**config.mk**
```make
export PLATFORM = sky130hd
export DESIGN_NAME = axis_video_pattern_gen
export DESIGN_NICKNAME = d
export VERILOG_FILES = /design/src/rtl/axis_video_pattern_gen.sv
export SDC_FILE = /design/constraint.sdc
export NUM_CORES = 1
export LEC_CHECK = 0
export BUFFER_PORTS_ARGS = -buffer_cell sky130_fd_sc_hd__buf_4
export CAP_MARGIN = 20
export CORE_UTILIZATION = 45
export DETAILED_ROUTE_END_ITERATION = 10
export GPL_ROUTABILITY_DRIVEN = 1
export PLACE_DENSITY = 0.72
export SYNTH_ARGS = -nofsm -noshare
export SYNTH_HDL_FRONTEND = slang
export SYNTH_SLANG_ARGS = --single-unit
```
**constraint.sdc**
```tcl
create_clock -name i_clk -period 3.2 [get_ports i_clk]
set_clock_uncertainty 0.05 [all_clocks]
set_input_delay 0.64 -clock i_clk [delete_from_list [all_inputs] [get_ports i_clk]]
set_output_delay 0.64 -clock i_clk [all_outputs]
set_load 0.01 [all_outputs]
```
**src/rtl/axis_video_pattern_gen.sv**
```systemverilog
// AXI4-Stream video test-pattern source with programmable blanking and a frame counter.
// Optional macro AXIS_PATTERN_THROTTLE_EN adds LFSR-driven tvalid throttling between beats.
module axis_video_pattern_gen #(
  parameter int DATA_WIDTH = 8,
  parameter int CHANNELS   = 1,
  parameter int IMG_WIDTH  = 800,
  parameter int IMG_HEIGHT = 400,
  parameter int H_BLANK    = 16,
  parameter int V_BLANK    = 64,
  parameter int CH_OFFSET  = 64
) (
  input  logic                           i_clk,
  input  logic                           i_areset,
  input  logic                           i_enable,
  input  logic [1:0]                     i_mode,
  input  logic [DATA_WIDTH-1:0]          i_const,
  output logic [DATA_WIDTH*CHANNELS-1:0] m_axis_tdata,
  output logic                           m_axis_tvalid,
  input  logic                           m_axis_tready,
  output logic                           m_axis_tuser,
  output logic                           m_axis_tlast,
  output logic                           o_busy,
  output logic [15:0]                    o_frame_cnt
);

  localparam int XW        = (IMG_WIDTH > 1) ? $clog2(IMG_WIDTH) : 1;
  localparam int YW        = (IMG_HEIGHT > 1) ? $clog2(IMG_HEIGHT) : 1;
  localparam int BLANK_MAX = (H_BLANK > V_BLANK) ? H_BLANK : V_BLANK;
  localparam int BW        = ($clog2(BLANK_MAX + 1) < 1) ? 1 : $clog2(BLANK_MAX + 1);
  localparam int TW        = DATA_WIDTH * CHANNELS;

  localparam logic [1:0] ST_IDLE   = 2'd0;
  localparam logic [1:0] ST_ACTIVE = 2'd1;
  localparam logic [1:0] ST_HBLANK = 2'd2;
  localparam logic [1:0] ST_VBLANK = 2'd3;

  localparam logic [XW-1:0] X_LAST = XW'(IMG_WIDTH - 1);
  localparam logic [YW-1:0] Y_LAST = YW'(IMG_HEIGHT - 1);
  localparam logic [XW-1:0] X_ZERO = XW'(0);
  localparam logic [YW-1:0] Y_ZERO = YW'(0);
  localparam logic [XW-1:0] X_ONE  = XW'(1);
  localparam logic [YW-1:0] Y_ONE  = YW'(1);
  localparam logic [BW-1:0] B_ONE  = BW'(1);

  // Base value per pattern, then replicated across channels with a per-channel offset.
  function automatic logic [TW-1:0] pixel_f(
    input logic [1:0]            mode,
    input logic [DATA_WIDTH-1:0] cval,
    input logic [XW-1:0]         x,
    input logic [YW-1:0]         y
  );
    logic [DATA_WIDTH-1:0] base;
    logic [TW-1:0]         px;
    case (mode)
      2'd0:    base = DATA_WIDTH'(x) + DATA_WIDTH'(y);
      2'd1:    base = DATA_WIDTH'(x);
      2'd2:    base = DATA_WIDTH'(y);
      2'd3:    base = cval;
      default: base = cval;
    endcase
    px = {TW{1'b0}};
    for (int c = 0; c < CHANNELS; c++) begin
      px[c*DATA_WIDTH +: DATA_WIDTH] = base + DATA_WIDTH'(c * CH_OFFSET);
    end
    return px;
  endfunction

  logic [1:0]            rst_sync_r;
  logic                  rst_hold_s;
  logic [1:0]            state_r, state_nxt_s;
  logic [XW-1:0]         x_r, x_nxt_s, lx_s;
  logic [YW-1:0]         y_r, y_nxt_s, ly_s;
  logic [BW-1:0]         cnt_r, cnt_nxt_s;
  logic [1:0]            mode_r, mode_nxt_s;
  logic [DATA_WIDTH-1:0] const_r, const_nxt_s;
  logic [TW-1:0]         tdata_r, tdata_nxt_s;
  logic                  tvalid_r, tvalid_nxt_s;
  logic                  tuser_r, tuser_nxt_s;
  logic                  tlast_r, tlast_nxt_s;
  logic [15:0]           fcnt_r, fcnt_nxt_s;
  logic                  busy_r;
  logic                  req_load_s, req_frame_s, req_thr_s, fdec_s;
  logic                  throttle_gap_s;

  // Reset release is held off for two clocks so every flop leaves reset on the same edge.
  always_ff @(posedge i_clk or posedge i_areset) begin
    if (i_areset) begin
      rst_sync_r <= 2'b11;
    end else begin
      rst_sync_r <= {rst_sync_r[0], 1'b0};
    end
  end

  assign rst_hold_s = rst_sync_r[1];

`ifdef AXIS_PATTERN_THROTTLE_EN
  logic [15:0] lfsr_r;

  // Fibonacci LFSR x^16+x^14+x^13+x^11+1, advancing only while a line is being sent.
  always_ff @(posedge i_clk or posedge i_areset) begin
    if (i_areset) begin
      lfsr_r <= 16'hACE1;
    end else if (rst_hold_s) begin
      lfsr_r <= 16'hACE1;
    end else if (state_r == ST_ACTIVE) begin
      lfsr_r <= {lfsr_r[0] ^ lfsr_r[2] ^ lfsr_r[3] ^ lfsr_r[5], lfsr_r[15:1]};
    end else begin
      lfsr_r <= lfsr_r;
    end
  end

  assign throttle_gap_s = ~lfsr_r[0];
`else
  assign throttle_gap_s = 1'b0;
`endif

  // Next-state and next-beat computation; a stalled beat simply keeps all defaults.
  always_comb begin
    state_nxt_s  = state_r;
    x_nxt_s      = x_r;
    y_nxt_s      = y_r;
    cnt_nxt_s    = cnt_r;
    mode_nxt_s   = mode_r;
    const_nxt_s  = const_r;
    tdata_nxt_s  = tdata_r;
    tvalid_nxt_s = tvalid_r;
    tuser_nxt_s  = tuser_r;
    tlast_nxt_s  = tlast_r;
    fcnt_nxt_s   = fcnt_r;
    req_load_s   = 1'b0;
    req_frame_s  = 1'b0;
    req_thr_s    = 1'b0;
    fdec_s       = 1'b0;
    lx_s         = x_r;
    ly_s         = y_r;

    case (state_r)
      ST_IDLE: begin
        if (i_enable) begin
          req_load_s  = 1'b1;
          req_frame_s = 1'b1;
          req_thr_s   = 1'b1;
          lx_s        = X_ZERO;
          ly_s        = Y_ZERO;
        end else begin
          tvalid_nxt_s = 1'b0;
        end
      end
      ST_ACTIVE: begin
        if (!tvalid_r) begin
          // Throttle gap already taken: present the beat parked in x_r/y_r.
          req_load_s = 1'b1;
        end else if (m_axis_tready) begin
          if (x_r != X_LAST) begin
            req_load_s = 1'b1;
            req_thr_s  = 1'b1;
            lx_s       = x_r + X_ONE;
          end else if (y_r != Y_LAST) begin
            if (H_BLANK > 0) begin
              state_nxt_s  = ST_HBLANK;
              cnt_nxt_s    = BW'(H_BLANK);
              tvalid_nxt_s = 1'b0;
              tuser_nxt_s  = 1'b0;
              tlast_nxt_s  = 1'b0;
              x_nxt_s      = X_ZERO;
              y_nxt_s      = y_r + Y_ONE;
            end else begin
              req_load_s = 1'b1;
              req_thr_s  = 1'b1;
              lx_s       = X_ZERO;
              ly_s       = y_r + Y_ONE;
            end
          end else begin
            fcnt_nxt_s = fcnt_r + 16'd1;
            if (V_BLANK > 0) begin
              state_nxt_s  = ST_VBLANK;
              cnt_nxt_s    = BW'(V_BLANK);
              tvalid_nxt_s = 1'b0;
              tuser_nxt_s  = 1'b0;
              tlast_nxt_s  = 1'b0;
            end else begin
              fdec_s = 1'b1;
            end
          end
        end else begin
          tvalid_nxt_s = 1'b1;
        end
      end
      ST_HBLANK: begin
        if (cnt_r <= B_ONE) begin
          req_load_s = 1'b1;
          req_thr_s  = 1'b1;
          lx_s       = X_ZERO;
          ly_s       = y_r;
        end else begin
          cnt_nxt_s = cnt_r - B_ONE;
        end
      end
      ST_VBLANK: begin
        if (cnt_r <= B_ONE) begin
          fdec_s = 1'b1;
        end else begin
          cnt_nxt_s = cnt_r - B_ONE;
        end
      end
      default: begin
        state_nxt_s  = ST_IDLE;
        tvalid_nxt_s = 1'b0;
      end
    endcase

    if (fdec_s) begin
      if (i_enable) begin
        req_load_s  = 1'b1;
        req_frame_s = 1'b1;
        req_thr_s   = 1'b1;
        lx_s        = X_ZERO;
        ly_s        = Y_ZERO;
      end else begin
        state_nxt_s  = ST_IDLE;
        tvalid_nxt_s = 1'b0;
        tuser_nxt_s  = 1'b0;
        tlast_nxt_s  = 1'b0;
        x_nxt_s      = X_ZERO;
        y_nxt_s      = Y_ZERO;
      end
    end else begin
      cnt_nxt_s = cnt_nxt_s;
    end

    if (req_load_s) begin
      state_nxt_s = ST_ACTIVE;
      x_nxt_s     = lx_s;
      y_nxt_s     = ly_s;
      if (req_frame_s) begin
        mode_nxt_s  = i_mode;
        const_nxt_s = i_const;
      end else begin
        mode_nxt_s  = mode_r;
      end
      if (req_thr_s && throttle_gap_s) begin
        tvalid_nxt_s = 1'b0;
        tuser_nxt_s  = 1'b0;
        tlast_nxt_s  = 1'b0;
      end else begin
        tvalid_nxt_s = 1'b1;
        tdata_nxt_s  = pixel_f(mode_nxt_s, const_nxt_s, lx_s, ly_s);
        tuser_nxt_s  = (lx_s == X_ZERO) && (ly_s == Y_ZERO);
        tlast_nxt_s  = (lx_s == X_LAST);
      end
    end else begin
      x_nxt_s = x_nxt_s;
    end

    if (rst_hold_s) begin
      state_nxt_s  = ST_IDLE;
      x_nxt_s      = X_ZERO;
      y_nxt_s      = Y_ZERO;
      cnt_nxt_s    = {BW{1'b0}};
      mode_nxt_s   = 2'd0;
      const_nxt_s  = {DATA_WIDTH{1'b0}};
      tdata_nxt_s  = {TW{1'b0}};
      tvalid_nxt_s = 1'b0;
      tuser_nxt_s  = 1'b0;
      tlast_nxt_s  = 1'b0;
      fcnt_nxt_s   = 16'd0;
    end else begin
      fcnt_nxt_s = fcnt_nxt_s;
    end
  end

  // State and output registers.
  always_ff @(posedge i_clk or posedge i_areset) begin
    if (i_areset) begin
      state_r  <= ST_IDLE;
      x_r      <= X_ZERO;
      y_r      <= Y_ZERO;
      cnt_r    <= {BW{1'b0}};
      mode_r   <= 2'd0;
      const_r  <= {DATA_WIDTH{1'b0}};
      tdata_r  <= {TW{1'b0}};
      tvalid_r <= 1'b0;
      tuser_r  <= 1'b0;
      tlast_r  <= 1'b0;
      fcnt_r   <= 16'd0;
      busy_r   <= 1'b0;
    end else begin
      state_r  <= state_nxt_s;
      x_r      <= x_nxt_s;
      y_r      <= y_nxt_s;
      cnt_r    <= cnt_nxt_s;
      mode_r   <= mode_nxt_s;
      const_r  <= const_nxt_s;
      tdata_r  <= tdata_nxt_s;
      tvalid_r <= tvalid_nxt_s;
      tuser_r  <= tuser_nxt_s;
      tlast_r  <= tlast_nxt_s;
      fcnt_r   <= fcnt_nxt_s;
      busy_r   <= (state_nxt_s != ST_IDLE);
    end
  end

  assign m_axis_tdata  = tdata_r;
  assign m_axis_tvalid = tvalid_r;
  assign m_axis_tuser  = tuser_r;
  assign m_axis_tlast  = tlast_r;
  assign o_busy        = busy_r;
  assign o_frame_cnt   = fcnt_r;

endmodule

```
==> results of run 1 <==
-- final timing paths --
| kind | start | endpoint | depth (start not counted) |
|---|---|---|---|
| max | x_r[0] | m_axis_tdata[7] | 15 |
| min | rst_sync_r[0] | rst_sync_r[1] | 0 |
| max reg2reg | x_r[0] | m_axis_tdata[7] | 15 |
| min reg2reg | rst_sync_r[0] | rst_sync_r[1] | 0 |
| max in group asynchronous | i_areset | x_r[6] | 3 |
| min in group asynchronous | i_areset | o_frame_cnt[3] | 2 |
-- routing by layer --
metal	track usage	part of all wire
met1	0.3380	0.44
met2	0.4215	0.49
met4	0.07469	0.013
met5	0	0
met3	0.04785	0.056
-- flip-flops by register name, indices dropped and copies added, names as in the netlist, 7 cells and up --
signal	cells
o_frame_cnt	16
x_r	10
y_r	9
const_r	8
m_axis_tdata	8
cnt_r	7
-- report_power, final --
part | internal, mW | switching (mW)
Sequential | 0.890 | 0.0262
Combinational | 0.131 | 0.196
Clock | 0.404 | 0.350
-- area by class of cell --
class / instances / area share
inverters: 15 / 0.01023
multi-input cells: 416 / 0.4793
flip-flops and latches: 68 / 0.3095
clock buffers: 11 / 0.02750
clock inverters: 5 / 0.01091
repair buffers: 96 / 0.1332
well taps: 129 / 0.02932
-- cells in the mapped netlist (4+ instances only) --
library cell,number
and4_1,5
nand4_1,12
nor3_1,24
inv_1,15
nor2b_1,8
and2_1,4
nand2_1,57
dfrtp_1,66
o31ai_1,8
xnor2_1,6
a21oi_1,35
clkbuf_1,22
nor2_1,60
o21ai_0,40
a22o_1,7
or3_1,11
mux2i_1,13
a31oi_1,8
xor2_1,10
nand3_1,29
buf_2,4
o22ai_1,7
ha_1,12
-- stage by stage --
stage | power (mW) | setup TNS [ps] | instance area (µm²) | hold slack [ps] | std cells
3_5_place_dp | 1.248 | -141.0 | 5164 | 304.4 | 719
6_report | 1.996 | 0 | 5505 | 315.4 | 740
5_1_grt | 2.086 | -96.05 | 5505 | 328.3 | 740
3_3_place_gp | 1.244 | -191.2 | 5164 | 296.4 | 719
2_1_floorplan | 1.117 | -10.54 | 4424 | 295.2 | 526
4_1_cts | 2.003 | 0 | 5393 | 321.0 | 736
-- worst max-delay path: cells and delay by family (launching register included) --
family          cells  cell delay, ps
fa+ha+maj           2             500
compound gates      6             890
buf+inv             1             160
simple gates        5             730
mux                 1             280
flops               1             400
-- timing repair --
| item | 4_1_cts | 5_1_grt |
|---|---|---|
| endpoints found under the setup margin | 3 | 3 |
| buffers inserted | 1 | 4 |
| hold buffers | 0 | 0 |
| gates resized for setup | 4 | 20 |
| pin swaps | 1 | 15 |
-- cell families (layout without fill, tap and decap cells) --
logic type                 Yosys count  in the layout  synth area share
buffers and inverters               42            127           0.03712
and+or+nand+nor                    233            233            0.2696
other                                1              1         0.0008558
AOI/OAI and AO/OA                  138            138            0.1973
muxes                               15             15           0.03541
adders and majority gates           13             13           0.03883
DFF                                 68             68            0.3889
xor gates and xnor gates            16             16           0.03198
==> metrics, run 1 <==
die area between 10000 and 15000 µm²; Max Cap Violations 0; Top cell by count, worst path a21oi_1; crit path DAT 3320 ps; Critical Path RT around 3400 ps; post-route antenna net violation count 0; Root Buffer Master clkbuf_8; top-area cell type share of the netlist area 0.3769; PortBufs 41; mean routed wirelength per cell 16.86 µm; register area roughly 1700 µm²; Netlist Area Pre-Place 4382 µm²; largest net degree at the start of global routing 38; Hold Crit Class reg -> reg; number of global-route vias before repair 4085; routability cong. 1.023; final core occ 0.5902; Setup CP Type reg -> reg; Unique masters post-synth 64; asr flop ratio synth 1.000; Syn Area/Cell 8.330 µm²; critical path cell sequence ha_2 > nand4_1 > nor3_2 > buf_4 > o31ai_4 > a21oi_1 > or2_1 > ha_4 > o21ai_0 > nor2_1 > o21ai_2 > a211oi_2 > nor3_1 > mux2_2 > a21oi_1; relative slew slack 0.4862; 1st-pass router iterations 6; CP startpoint kind flip-flop; Slew Limit Fails 0; clock insertion delay at the later pin of the skew report about 350 ps; # DRC 0; clk buf depth 2; HPWL after DPL 9094 µm; area taken by multi-input logic gates approximately 2600 µm²; Most used DFF post-synth dfrtp_1; DP Worst Slack -118.5 ps; antenna cells 0; Vias between 4000 and 5000; max incr delay on CP about 400 ps; Power Density ~360 nW/µm²; Final Setup Violations 0; gr usage total 0.2541; top cells by area, synth dfrtp_1, nor2_1, nand2_1; Leak around 2.4 nW; Filler cells 846; period utilisation layout 0.9723; clk slew on worst S/H paths roughly 80 ps; Mapped Cells between 500 and 600; Post-synth EDFFs 0; Starting Density 0.4698; P&R area growth vs syn 25.64%; Cell Rows 35; Worst Setup End Kind flip-flop; global-route wire length before repair 20000 µm; Die W between 100 and 150 µm; Mapped Nets about 550; Seq cells post-synth 68; Worst path slowest cell dfrtp_1; PnR worst setup slack around 89 ps; initial antenna violation count 0; Crit Path Max Fanout 4; Core Region 9328 µm²; # H-tree levels 3; via/cell ratio between 5 and 6; worst slew pin tran between 700 and 800 ps; Min Clock Period, post-route about 3100 ps; final hold violations 0; outcome complete, no violations; register area share after synthesis 0.3889; clk sinks 68; final net count about 630; synth warn 0; # IOs 42; peak supply drop between 0.0002 and 0.0003 V; top achievable clock speed between 300 and 400 MHz; CTS tree done; share of cells above drive strength 1 0.2390; most common cell after layout, fill and taps aside buf_4; R2R Setup Slk 90 ps; Synth area leader dfrtp_1; Die H approximately 100 µm; most frequent cells in the layout buf_4, dfrtp_1, nor2_1; initial drt markers around 250; GR Overflow Total 0; WL final approximately 12000 µm; total CTS buffers 9
Note: power is estimated with default switching activity, not from simulation.
==> run 2: changes to the inputs <==
==> constraint.sdc (replaced) <==
create_clock -name i_clk -period 3.2 [get_ports i_clk]
set_clock_uncertainty 0.05 [all_clocks]
set_input_delay 0.16 -clock i_clk [delete_from_list [all_inputs] [get_ports i_clk]]
set_output_delay 0.16 -clock i_clk [all_outputs]
set_load 0.01 [all_outputs]
==> run 2 against run 1 <==
Compared with the run above:
- power decreased by 6.1%
- fmax shrank 0.37%
- largest cell class unchanged
- sequential share of layout area is 0.48 points higher
- hold slack worse by 300 ps
==> metrics, run 2 (synthesis results as in run 1) <==
via/cell ratio about 5.9; WL final ~13000 µm; initial antenna violation count 0; crit path DAT 3320 ps; Vias ~4400; worst slew pin tran 790.5 ps; top achievable clock speed between 300 and 400 MHz; period utilisation layout 0.9759; global-route wire length before repair between 20000 and 25000 µm; outcome complete, no violations; PortBufs 41; Die W between 100 and 150 µm; Min Clock Period, post-route 3123 ps; peak supply drop between 0.0002 and 0.00025 V; CTS tree done; Root Buffer Master clkbuf_8; CP startpoint kind flip-flop; P&R area growth vs syn 23.99%; clk buf depth 2; # DRC 0; Final Setup Violations 0; Power Density 345.0 nW/µm²; Crit Path Max Fanout 5; most common cell after layout, fill and taps aside buf_4; Cell Rows 35; Max Cap Violations 0; clk slew on worst S/H paths about 80 ps; initial drt markers 300; final net count between 600 and 700; hold_sp i_const[1]; clk sinks a little under 70; number of global-route vias before repair approximately 4100; Critical Path RT around 3400 ps; clock insertion delay at the later pin of the skew report 350 ps; largest net degree at the start of global routing 38; worst setup path startpoint cnt_r[1]; Starting Density 0.4698; final hold violations 0; total CTS buffers 9; antenna cells 0; Leak between 2 and 2.5 nW; Setup TNS Final 0 ps; post-route antenna net violation count 0; 1st-pass router iterations 5; relative slew slack 0.4722; share of cells above drive strength 1 0.2337; die area roughly 10000 µm²; # IOs 42; most frequent cells in the layout buf_4, dfrtp_1, nor2_1; Slew Limit Fails 0; FF-to-FF Start cnt_r[1]; gr usage total 0.2554; final core occ 0.5824; Setup CP Type reg -> reg; power consumption 1.874 mW; Die H about 100 µm; mean routed wirelength per cell between 15 and 20 µm; Core Region roughly 9300 µm²; max reg flops 16; GR Overflow Total 0; Worst Setup End Kind flip-flop; HPWL after DPL 9055 µm; Hold Crit Class in -> reg; routability cong. approximately 0.96; # H-tree levels 3
run 2: changes by cell type in the layout (fill, tap and decap cells not counted), moves of 2 or more:
cell / previous run / this run
clkinvlp_4: 1 / 3
clkinv_4: 2 / 0
o21bai_2: 0 / 2
clkbuf_8: 11 / 9
o21ai_1: 2 / 4
dfrtp_2: 0 / 3
dfrtp_1: 66 / 63
o21bai_4: 2 / 0
o21ai_2: 4 / 2
dlygate4sd3_1: 0 / 3
run 2: layout make-up:
type	instances	area [µm²]
clock inverters	6	41.29
well taps	129	161.4
repair buffers	97	735.7
flip-flops and latches	68	1708
clock buffers	10	127.6
multi-input cells	416	2603
fillers	854	3895
inverters	15	56.30
run 2: path summary, 6_finish.rpt:
kind / to / slack [ps] / depth (start not counted)
worst max register to register: m_axis_tdata[6] / 80 / 16
worst min register to register: rst_sync_r[1] / 310 / 0
worst min-delay path: const_r[1] / 10 / 3
worst max-delay path: m_axis_tdata[6] / 80 / 16
min in group asynchronous: y_r[6] / 460 / 3
max in group asynchronous: rst_sync_r[0] / 1850 / 4
run 2: report_power, final:
group	leakage (nW)	switching [mW]	internal [mW]	total (mW)
Clock	0.0787	0.359	0.281	0.641
Combinational	1.35	0.189	0.125	0.315
Sequential	0.923	0.0293	0.889	0.919
Total	2.35	0.578	1.30	1.87
run 2: metrics by stage:
| stage | std cells | worst slack (ps) | cell area (µm²) | hold slack [ps] |
|---|---|---|---|---|
| after global routing | 741 | -58.68 | 5433 | 0.7259 |
| final | 741 | 77.24 | 5433 | 11.64 |
| after CTS | 731 | 38.89 | 5290 | 0.4106 |
| after floorplan | 526 | -33.34 | 4399 | 240.7 |
| after global placement | 712 | 162.5 | 5086 | 296.7 |
| after detailed placement | 712 | 3.712 | 5086 | 298.5 |
run 2: critical path: stages, from the launching register on:
cell,delay (ps)
dfrtp_1,390
inv_1,80
ha_1,170
o21bai_2,230
nand4_1,150
nand2_1,100
a311oi_2,310
ha_2,250
inv_1,50
fa_2,350
nor2b_2,200
nor3_2,70
o21bai_1,140
a21oi_1,90
xnor2_1,130
o221ai_1,190
o21ai_1,80
run 2: timing repair:
action | 4_1_cts | 5_1_grt
endpoints found under the hold margin | 37 | 0
buffers inserted | 0 | 10
endpoints found under the setup margin | 1 | 4
hold buffers | 3 | 0
resized for setup | 1 | 25
cloned | 0 | 0
pin swaps | 0 | 13
run 2: layer usage:
metal  vias to the layer above  wire length (µm)  part of all wire  track usage
li1                       2069                 -                 -            -
met1                      2081              5554              0.44       0.3454
met2                       180              6017              0.48       0.4015
met3                        31               727             0.057      0.04716
met4                         0               359             0.028       0.1093
met5                         -                 0                 0            0
==> run 3: changes to the inputs <==
- CAP_MARGIN: 20 -> 0
- CORE_MARGIN: not set -> 2
==> run 3 against run 2 <==
Compared with the run above:
- final cell count is 1.3% higher
- via count is 0.16% lower
- sequential power hardly changed
- non-clock buffer count is 6 higher
- clock power is 2% higher
- register-to-register slack better by 70 ps
- count of clock-buffer cells in the layout is 1 higher
- die area is 4.0% higher
- hold slack better by 3.3 ps
- design area is 1.1% higher
==> metrics, run 3 (synthesis results as in run 1) <==
Top cell by count, worst path nor3_2; Min Clock Period, post-route 3057 ps; largest net degree at the start of global routing 53; power consumption ~1.9 mW; Vias about 4400; Leak 2.378 nW; Filler cells ~860; initial antenna violation count 0; clk buf depth 2; DP Worst Slack -6.158 ps; PnR worst setup slack 143.3 ps; top achievable clock speed between 300 and 400 MHz; mean routed wirelength per cell 16.56 µm; Worst Setup End Kind flip-flop; Hold EP const_r[0]; DP Area 5106 µm²; Setup CP Type reg -> reg; Power Density around 350 nW/µm²; gr usage total 0.2447; number of global-route vias before repair 4049; Max Cap Violations 0; Core Region ~9600 µm²; Cell Rows 36; via/cell ratio between 5 and 6; 1st-pass router iterations 5; Root Buffer Master clkbuf_8; worst slew pin tran ~1100 ps; # DRC 0; final hold violations 0; period utilisation layout 0.9552; initial drt markers roughly 280; cell total after placement a little over 700; Crit Path Max Fanout 4; peak supply drop ~0.00025 V; final net count between 600 and 700; die area between 10000 and 15000 µm²; Final Setup Violations 0; hold_sp i_const[0]; Starting Density 0.4567; most common cell after layout, fill and taps aside buf_4; total CTS buffers 9; WL final roughly 12000 µm; max incr delay on CP about 400 ps; max reg flops 16; P&R area growth vs syn 25.39%; CTS tree done; relative slew slack 0.2941; # IOs between 40 and 50; antenna cells 0; R2R Setup Slk approximately 140 ps; Slew Limit Fails 0; Die W between 100 and 150 µm; share of cells above drive strength 1 0.2282; post-route antenna net violation count 0; post-route cell area 5494 µm²; most frequent cells in the layout buf_4, dfrtp_1, nor2_1; Critical Path RT approximately 3400 ps; outcome complete, no violations; FF-to-FF Start x_r[1]; global-route wire length before repair between 20000 and 25000 µm; Hold Crit Class in -> reg; Worst path slowest cell dfrtp_1; PortBufs 41; Die H around 100 µm; clock insertion delay at the later pin of the skew report around 360 ps; Worst Hold Depth 3; non-filler cells, final 751; clk sinks 68; RSZ-0062 raised after global routing yes; worst r2r dst m_axis_tdata[6]; critical path cell sequence ha_4 > nand4_1 > nor3_2 > o21ai_2 > a311oi_2 > ha_2 > inv_1 > fa_2 > nor2b_4 > nor3_2 > o21bai_1 > a21oi_1 > xnor2_1 > o221ai_1 > o21ai_1; crit path DAT roughly 3300 ps; clk slew on worst S/H paths 70 ps; Worst R2R Path Depth 15; routability cong. approximately 0.98; CP startpoint kind flip-flop; GR Overflow Total 0; # H-tree levels 3; HPWL after DPL a little over 9000 µm
## run 3: cell types whose count changed in the layout (fill, tap and decap cells not counted), sizes merged
cell,previous run,this run
clkinv,2,1
clkbuf,10,11
buf,94,97
dlygate4sd3,3,6
## run 3: final cells by class
| class | instances | area [µm²] | share of cell area |
|---|---|---|---|
| multi-input combinational | 416 | 2599 | 0.4730 |
| tap | 133 | 166.4 | 0.03029 |
| sequential | 68 | 1707 | 0.3106 |
| clock buffer | 11 | 141.4 | 0.02573 |
| inverter | 15 | 56.30 | 0.01025 |
| timing repair buffer | 103 | 788.3 | 0.1435 |
| clock inverter | 5 | 36.28 | 0.006604 |
## run 3: how the worst max path moves through the flow
| stage | slack [ps] | to | cells past startpoint | start |
|---|---|---|---|---|
| floorplan | -30 | m_axis_tdata[6] | 16 | cnt_r[0] |
| CTS | 10 | m_axis_tdata[6] | 15 | cnt_r[0] |
| finish | 140 | m_axis_tdata[6] | 15 | x_r[1] |
| global placement | 100 | m_axis_tdata[6] | 15 | x_r[0] |
| detailed placement | -6 | m_axis_tdata[6] | 15 | x_r[0] |
| global route | -60 | m_axis_tdata[7] | 12 | cnt_r[2] |
## run 3: where the power goes
part	switching (mW)	total (mW)	leakage (nW)	internal (mW)
logic	0.194	0.326	1.37	0.132
registers	0.0262	0.916	0.925	0.890
clock network	0.354	0.657	0.0820	0.304
## run 3: critical path: cells and delay by family, from the launching register on
family,cells,cell delay [ps]
adder cells (fa/ha/maj),3,780
flip-flops,1,400
buffers and inverters,1,60
AND/OR/NAND/NOR,4,570
AO/OA/AOI/OAI,6,950
XOR/XNOR,1,130
## run 3: metal layers
metal | GRT usage | part of all wire
met3 | 0.04475 | 0.058
met5 | 0 | 0
met1 | 0.3293 | 0.44
met4 | 0.09128 | 0.023
met2 | 0.3947 | 0.48
## run 3: what timing repair did
| item | in CTS | in global routing |
|---|---|---|
| hold endpoints to repair | 6 | 0 |
| gates cloned | 0 | 0 |
| pin swaps | 0 | 14 |
| gates resized for setup | 2 | 18 |
| buffers inserted | 0 | 11 |
| setup endpoints to repair | 1 | 4 |
| hold buffers | 6 | 0 |
## run 3: metrics by stage
step	TNS, ps	utilization	hold WS (ps)
5_1_grt	-111.1	0.5726	22.28
2_1_floorplan	-33.34	-	240.7
6_report	0	0.5726	14.98
4_1_cts	0	0.5578	6.413
3_5_place_dp	-6.158	0.5322	297.0
3_3_place_gp	0	0.5322	296.2
